$ cat src/rtl/pri_arb4.sv
// Four-requester arbiter with registered one-hot grant, {valid,idx} code and hold-limit timeout.
// Define PRI_ARB4_ROUND_ROBIN_EN for rotating-pointer arbitration; default is fixed priority with one-shot timeout mask.
module pri_arb4 #(
    parameter int unsigned MAX_HOLD = 8
) (
    input  logic       clk,
    input  logic       rst_n,
    input  logic [3:0] req,
    input  logic       release_i,
    output logic [3:0] gnt,
    output logic [2:0] gnt_id,
    output logic       busy,
    output logic       timeout
);

    localparam int unsigned CW = $clog2(MAX_HOLD + 1);
    localparam logic [CW-1:0] LIMIT = CW'(MAX_HOLD - 1);

    typedef enum logic {
        IDLE,
        GRANT
    } state_t;

    state_t        state, state_nx;
    logic [CW-1:0] cnt, cnt_nx;
    logic [3:0]    gnt_nx;
    logic [2:0]    gnt_id_nx;
    logic          busy_nx;
    logic          timeout_nx;
    logic [1:0]    win_idx;
    logic          owner_req;
    logic          hit_limit;

`ifdef PRI_ARB4_ROUND_ROBIN_EN
    logic [1:0] ptr, ptr_nx;
    logic [1:0] probe;
    logic       found;

    // Ascending search from the pointer; 2-bit addition provides the wrap from 3 to 0.
    always_comb begin
        win_idx = '0;
        found   = 1'b0;
        probe   = '0;
        for (int unsigned k = 0; k < 4; k++) begin
            probe = ptr + 2'(k);
            if (!found && req[probe]) begin
                win_idx = probe;
                found   = 1'b1;
            end
        end
    end
`else
    logic [3:0] mask, mask_nx;
    logic [3:0] cand;

    // A lone masked requester is still served rather than left idle.
    always_comb begin
        cand = req & ~mask;
        if (cand == '0) begin
            cand = req;
        end
        win_idx = '0;
        for (int unsigned i = 0; i < 4; i++) begin
            if (cand[i]) begin
                win_idx = 2'(i);
            end
        end
    end
`endif

    assign owner_req = req[gnt_id[1:0]];
    assign hit_limit = (cnt == LIMIT);

    always_comb begin
        state_nx   = state;
        cnt_nx     = cnt;
        gnt_nx     = gnt;
        gnt_id_nx  = gnt_id;
        busy_nx    = busy;
        timeout_nx = 1'b0;
`ifdef PRI_ARB4_ROUND_ROBIN_EN
        ptr_nx     = ptr;
`else
        mask_nx    = mask;
`endif
        case (state)
            IDLE: begin
                if (req != '0) begin
                    state_nx  = GRANT;
                    cnt_nx    = '0;
                    gnt_nx    = 4'b0001 << win_idx;
                    gnt_id_nx = {1'b1, win_idx};
                    busy_nx   = 1'b1;
`ifdef PRI_ARB4_ROUND_ROBIN_EN
                    ptr_nx    = win_idx + 2'd1;
`else
                    mask_nx   = '0;
`endif
                end
            end
            GRANT: begin
                if (!owner_req || release_i || hit_limit) begin
                    state_nx  = IDLE;
                    cnt_nx    = '0;
                    gnt_nx    = '0;
                    gnt_id_nx = '0;
                    busy_nx   = 1'b0;
                    if (hit_limit && owner_req) begin
                        timeout_nx = 1'b1;
`ifndef PRI_ARB4_ROUND_ROBIN_EN
                        mask_nx    = gnt;
`endif
                    end
                end else begin
                    cnt_nx = cnt + CW'(1);
                end
            end
            default: begin
                state_nx  = IDLE;
                cnt_nx    = '0;
                gnt_nx    = '0;
                gnt_id_nx = '0;
                busy_nx   = 1'b0;
            end
        endcase
    end

    always_ff @(posedge clk or negedge rst_n) begin
        if (!rst_n) begin
            state   <= IDLE;
            cnt     <= '0;
            gnt     <= '0;
            gnt_id  <= '0;
            busy    <= 1'b0;
            timeout <= 1'b0;
`ifdef PRI_ARB4_ROUND_ROBIN_EN
            ptr     <= '0;
`else
            mask    <= '0;
`endif
        end else begin
            state   <= state_nx;
            cnt     <= cnt_nx;
            gnt     <= gnt_nx;
            gnt_id  <= gnt_id_nx;
            busy    <= busy_nx;
            timeout <= timeout_nx;
`ifdef PRI_ARB4_ROUND_ROBIN_EN
            ptr     <= ptr_nx;
`else
            mask    <= mask_nx;
`endif
        end
    end

endmodule

$ cat config.mk
export PLATFORM = sky130hd
export DESIGN_NAME = pri_arb4
export DESIGN_NICKNAME = d
export VERILOG_FILES = /design/src/rtl/pri_arb4.sv
export SDC_FILE = /design/constraint.sdc
export NUM_CORES = 1
export LEC_CHECK = 0
export BUFFER_PORTS_ARGS = -buffer_cell sky130_fd_sc_hd__buf_4
export CAP_MARGIN = 10
export CORE_MARGIN = 1
export CORE_UTILIZATION = 45
export CTS_CLUSTER_DIAMETER = 200
export DETAILED_ROUTE_END_ITERATION = 10
export GPL_TIMING_DRIVEN = 1
export PLACE_DENSITY = 0.68
export REMOVE_ABC_BUFFERS = 1
export SYNTH_ARGS = -nofsm -noshare
export SYNTH_HDL_FRONTEND = slang
export SYNTH_SLANG_ARGS = --single-unit
$ cat constraint.sdc
create_clock -name clk -period 2 [get_ports clk]
set_input_delay 0.3 -clock clk [delete_from_list [all_inputs] [get_ports clk]]
set_output_delay 0.3 -clock clk [all_outputs]
set_load 0.05 [all_outputs]
==> impl_metrics.yaml <==
sta:
  setup_viol: 0
  relSlewSlack: 0.745
  tightest_slew_ns: 0.383
  fin_ws_ns: 0.403
  min_period_over_period: 0.799
  rsz0062_at_grt: "no"
  period_minus_slack_ns: 1.60
  clock_skew_ns: 0.00158
  max_freq_ghz: 0.626
  slew_violations: 0
  hold_viol: 0
  fin_tns_setup_ns: 0
synth:
  syn_avg_cell_area_um2: 10.7
  dominantRegCellSynth: "dfrtp_1"
  synth_edf_count: 0
  async_reset_ff_frac: 1.00
  synth_common_cells: "dfrtp_1, nand2_1, o2bb2ai_1, nand2b_1"
  yosysUniqueCellTypes: 36
  synthTopCellsByArea: "dfrtp_1, o2bb2ai_1, nand2_1"
  yosysWarnings: 0
  ys_seq_elements: 17
  synth_seq_area_share: 0.445
  syn-cell-area_um2: 956
  synth.largest_area_cell: "dfrtp_1"
  synth_top_area_frac: 0.445
  syn_inst: 89
  yosysMostFrequentCell: "dfrtp_1"
global_route:
  grt_use_met2: 0.254
  grt_overflow: 0
  antenna_found_initial: 0
  grt_pass1_vias: 605
  use_met3: 0.0333
  gr-usage-met1: 0.271
  grt.total_usage: 0.179
  grt_max_degree: 18
  grt.busiest_layer: "met1"
  grt_pass1_wl_um: 2780
clock_network:
  cts_tree: "yes"
  cts_buffers: 3
  clock_tree.root_cell: "clkbuf_4"
  worstSkewPairLatency_ns: 0.28
  clock_sinks: 17
  cts_hold_buf: 1
  cts.clk_slew.worst_paths_ns: 0.10
  h-tree-depth: 1
  post_cts_buffers: 0
  post_cts_resized: 0
  cts_buffer_depth: 2
route:
  drtIter0Drc: 13
  via_per_inst: 5.36
  drc_errors: 0
  num_vias: 713
  wire_per_inst_um: 13.7
  drt_wl_total_um: 1830
  dr.pass1.iters: 4
  antenna_left: 0
floorplanning:
  num_io_pins: 16
  coreArea_um2: 1980
  initial_utilization: 0.482
  dieArea_um2: 2310
  core.rowCount: 16
  die_h_um: 48.1
  die_w_um: 48.1
power_and_ir_drop:
  p_leak_uw: 0.000525
  power.switching_uw: 565
  seq_power_share: 0.400
  cellPowerDensity_nw_per_um2: 1130
  p_clk_frac: 0.146
  ir_drop_v: 0.000821
  swShare: 0.450
  cell_internal_pwr_uw: 691
  pwr-share-comb: 0.455
worst_setup_path:
  slowest_delay_ns: 0.59
  end_kind: "register"
  cp_data_arrival_time_ns: 1.81
  crit_family: "compound AO/OA/AOI/OAI gates"
  cp-start-kind: "register"
  crit_required_ns: 2.21
  crit_fanout: 12
  slowest_stage: "dfrtp_1"
  path_cells: "nor3b_1, a22oi_2, o21ai_2, o2bb2ai_1"
  path_class: "register to register"
  crit_buf_inv: 0
placement:
  port-buffer-count: 15
  dp_slack_ns: 0.407
  placed_cell_area_um2: 1080
  gp_congestion: 0.799
  dp.cells: 128
  dp_hpwl_um: 1420
final_layout:
  diodes: 0
  nFillCells: 182
  syn2layout_area_growth_pct: 16.6
  design_area_um2: 1110
  drive_above_1_share: 0.255
  finalNonFillerCells: 133
  fin_nets: 115
run:
  maxCapViolCount: 0
outcome:
  status: "finished clean"
hold_path:
  min_path_type: "input pin to register"
-- cell usage in the layout (no fill, tap or decap), drive strengths merged, types with 3 or more instances in the layout --
master   netlist  routed
dfrtp         17      17
buf            3      15
nand2         13      13
o2bb2ai        6       6
nand2b         6       6
nor2b          5       5
o21ai          5       5
a22o           4       4
mux2i          4       4
clkbuf         0       4
inv            3       3
-- cell type report --
type	count	area, µm²	area share
sequential	17	425	0.382
inverter	3	11.3	0.0101
tap	27	33.8	0.0303
multi-input combinational	66	495	0.444
timing repair buffer	16	123	0.110
clock buffer	4	26.3	0.0236
-- routing by layer --
layer / wire length (µm) / up-vias
li1: - / 357
met1: 981 / 338
met2: 772 / 18
met3: 71 / 0
met4: 0 / 0
met5: 0 / -
-- sequential cells by signal, indices dropped and copies added, names as in the netlist --
name and flops:
cnt 4, gnt 4, gnt_id 3, mask 4, state 1, timeout 1
-- power by group through the flow --
stage	clock [µW]	combinational, µW	sequential [µW]
finish	183	571	502
global route	204	614	514
CTS	190	576	504
detailed placement	0	573	510
global placement	0	569	506
floorplan	0	215	689
-- stage by stage --
step / power [µW] / hold slack, ns / utilization
3_3_place_gp: 1070 / 0.173 / 0.544
5_1_grt: 1330 / 0.374 / 0.563
3_5_place_dp: 1080 / 0.176 / 0.544
4_1_cts: 1270 / 0.353 / 0.563
2_1_floorplan: 904 / 0.00441 / -
6_report: 1260 / 0.352 / 0.563
-- path summary, 6_finish.rpt --
kind | from | end | slack [ns] | cells after the start
setup / recovery | state | gnt_id[2] | 0.40 | 4
hold / removal | req[0] | gnt_id[2] | 0.35 | 3
setup reg to reg | state | gnt_id[2] | 0.40 | 4
hold reg to reg | gnt[1] | gnt[1] | 0.53 | 1
max in group asynchronous | rst_n | mask[1] | 1.41 | 2
min in group asynchronous | rst_n | cnt[1] | 0.40 | 2
-- cells by family (layout without fill, tap and decap cells) --
family | count (synthesis) | in the layout | synth area share
DFF | 17 | 17 | 0.445
adders and majority gates | 1 | 1 | 0.0131
AOI/OAI and AO/OA | 25 | 25 | 0.215
and+or+nand+nor | 34 | 34 | 0.225
buffers and inverters | 6 | 23 | 0.0366
muxes | 6 | 6 | 0.0654
-- worst register-to-register path, stage by stage, from the launching register on --
cell	delay, ns
dfrtp_1	0.59
nor3b_1	0.34
a22oi_2	0.15
o21ai_2	0.29
o2bb2ai_1	0.16
Note: power is estimated with default switching activity, not from simulation.
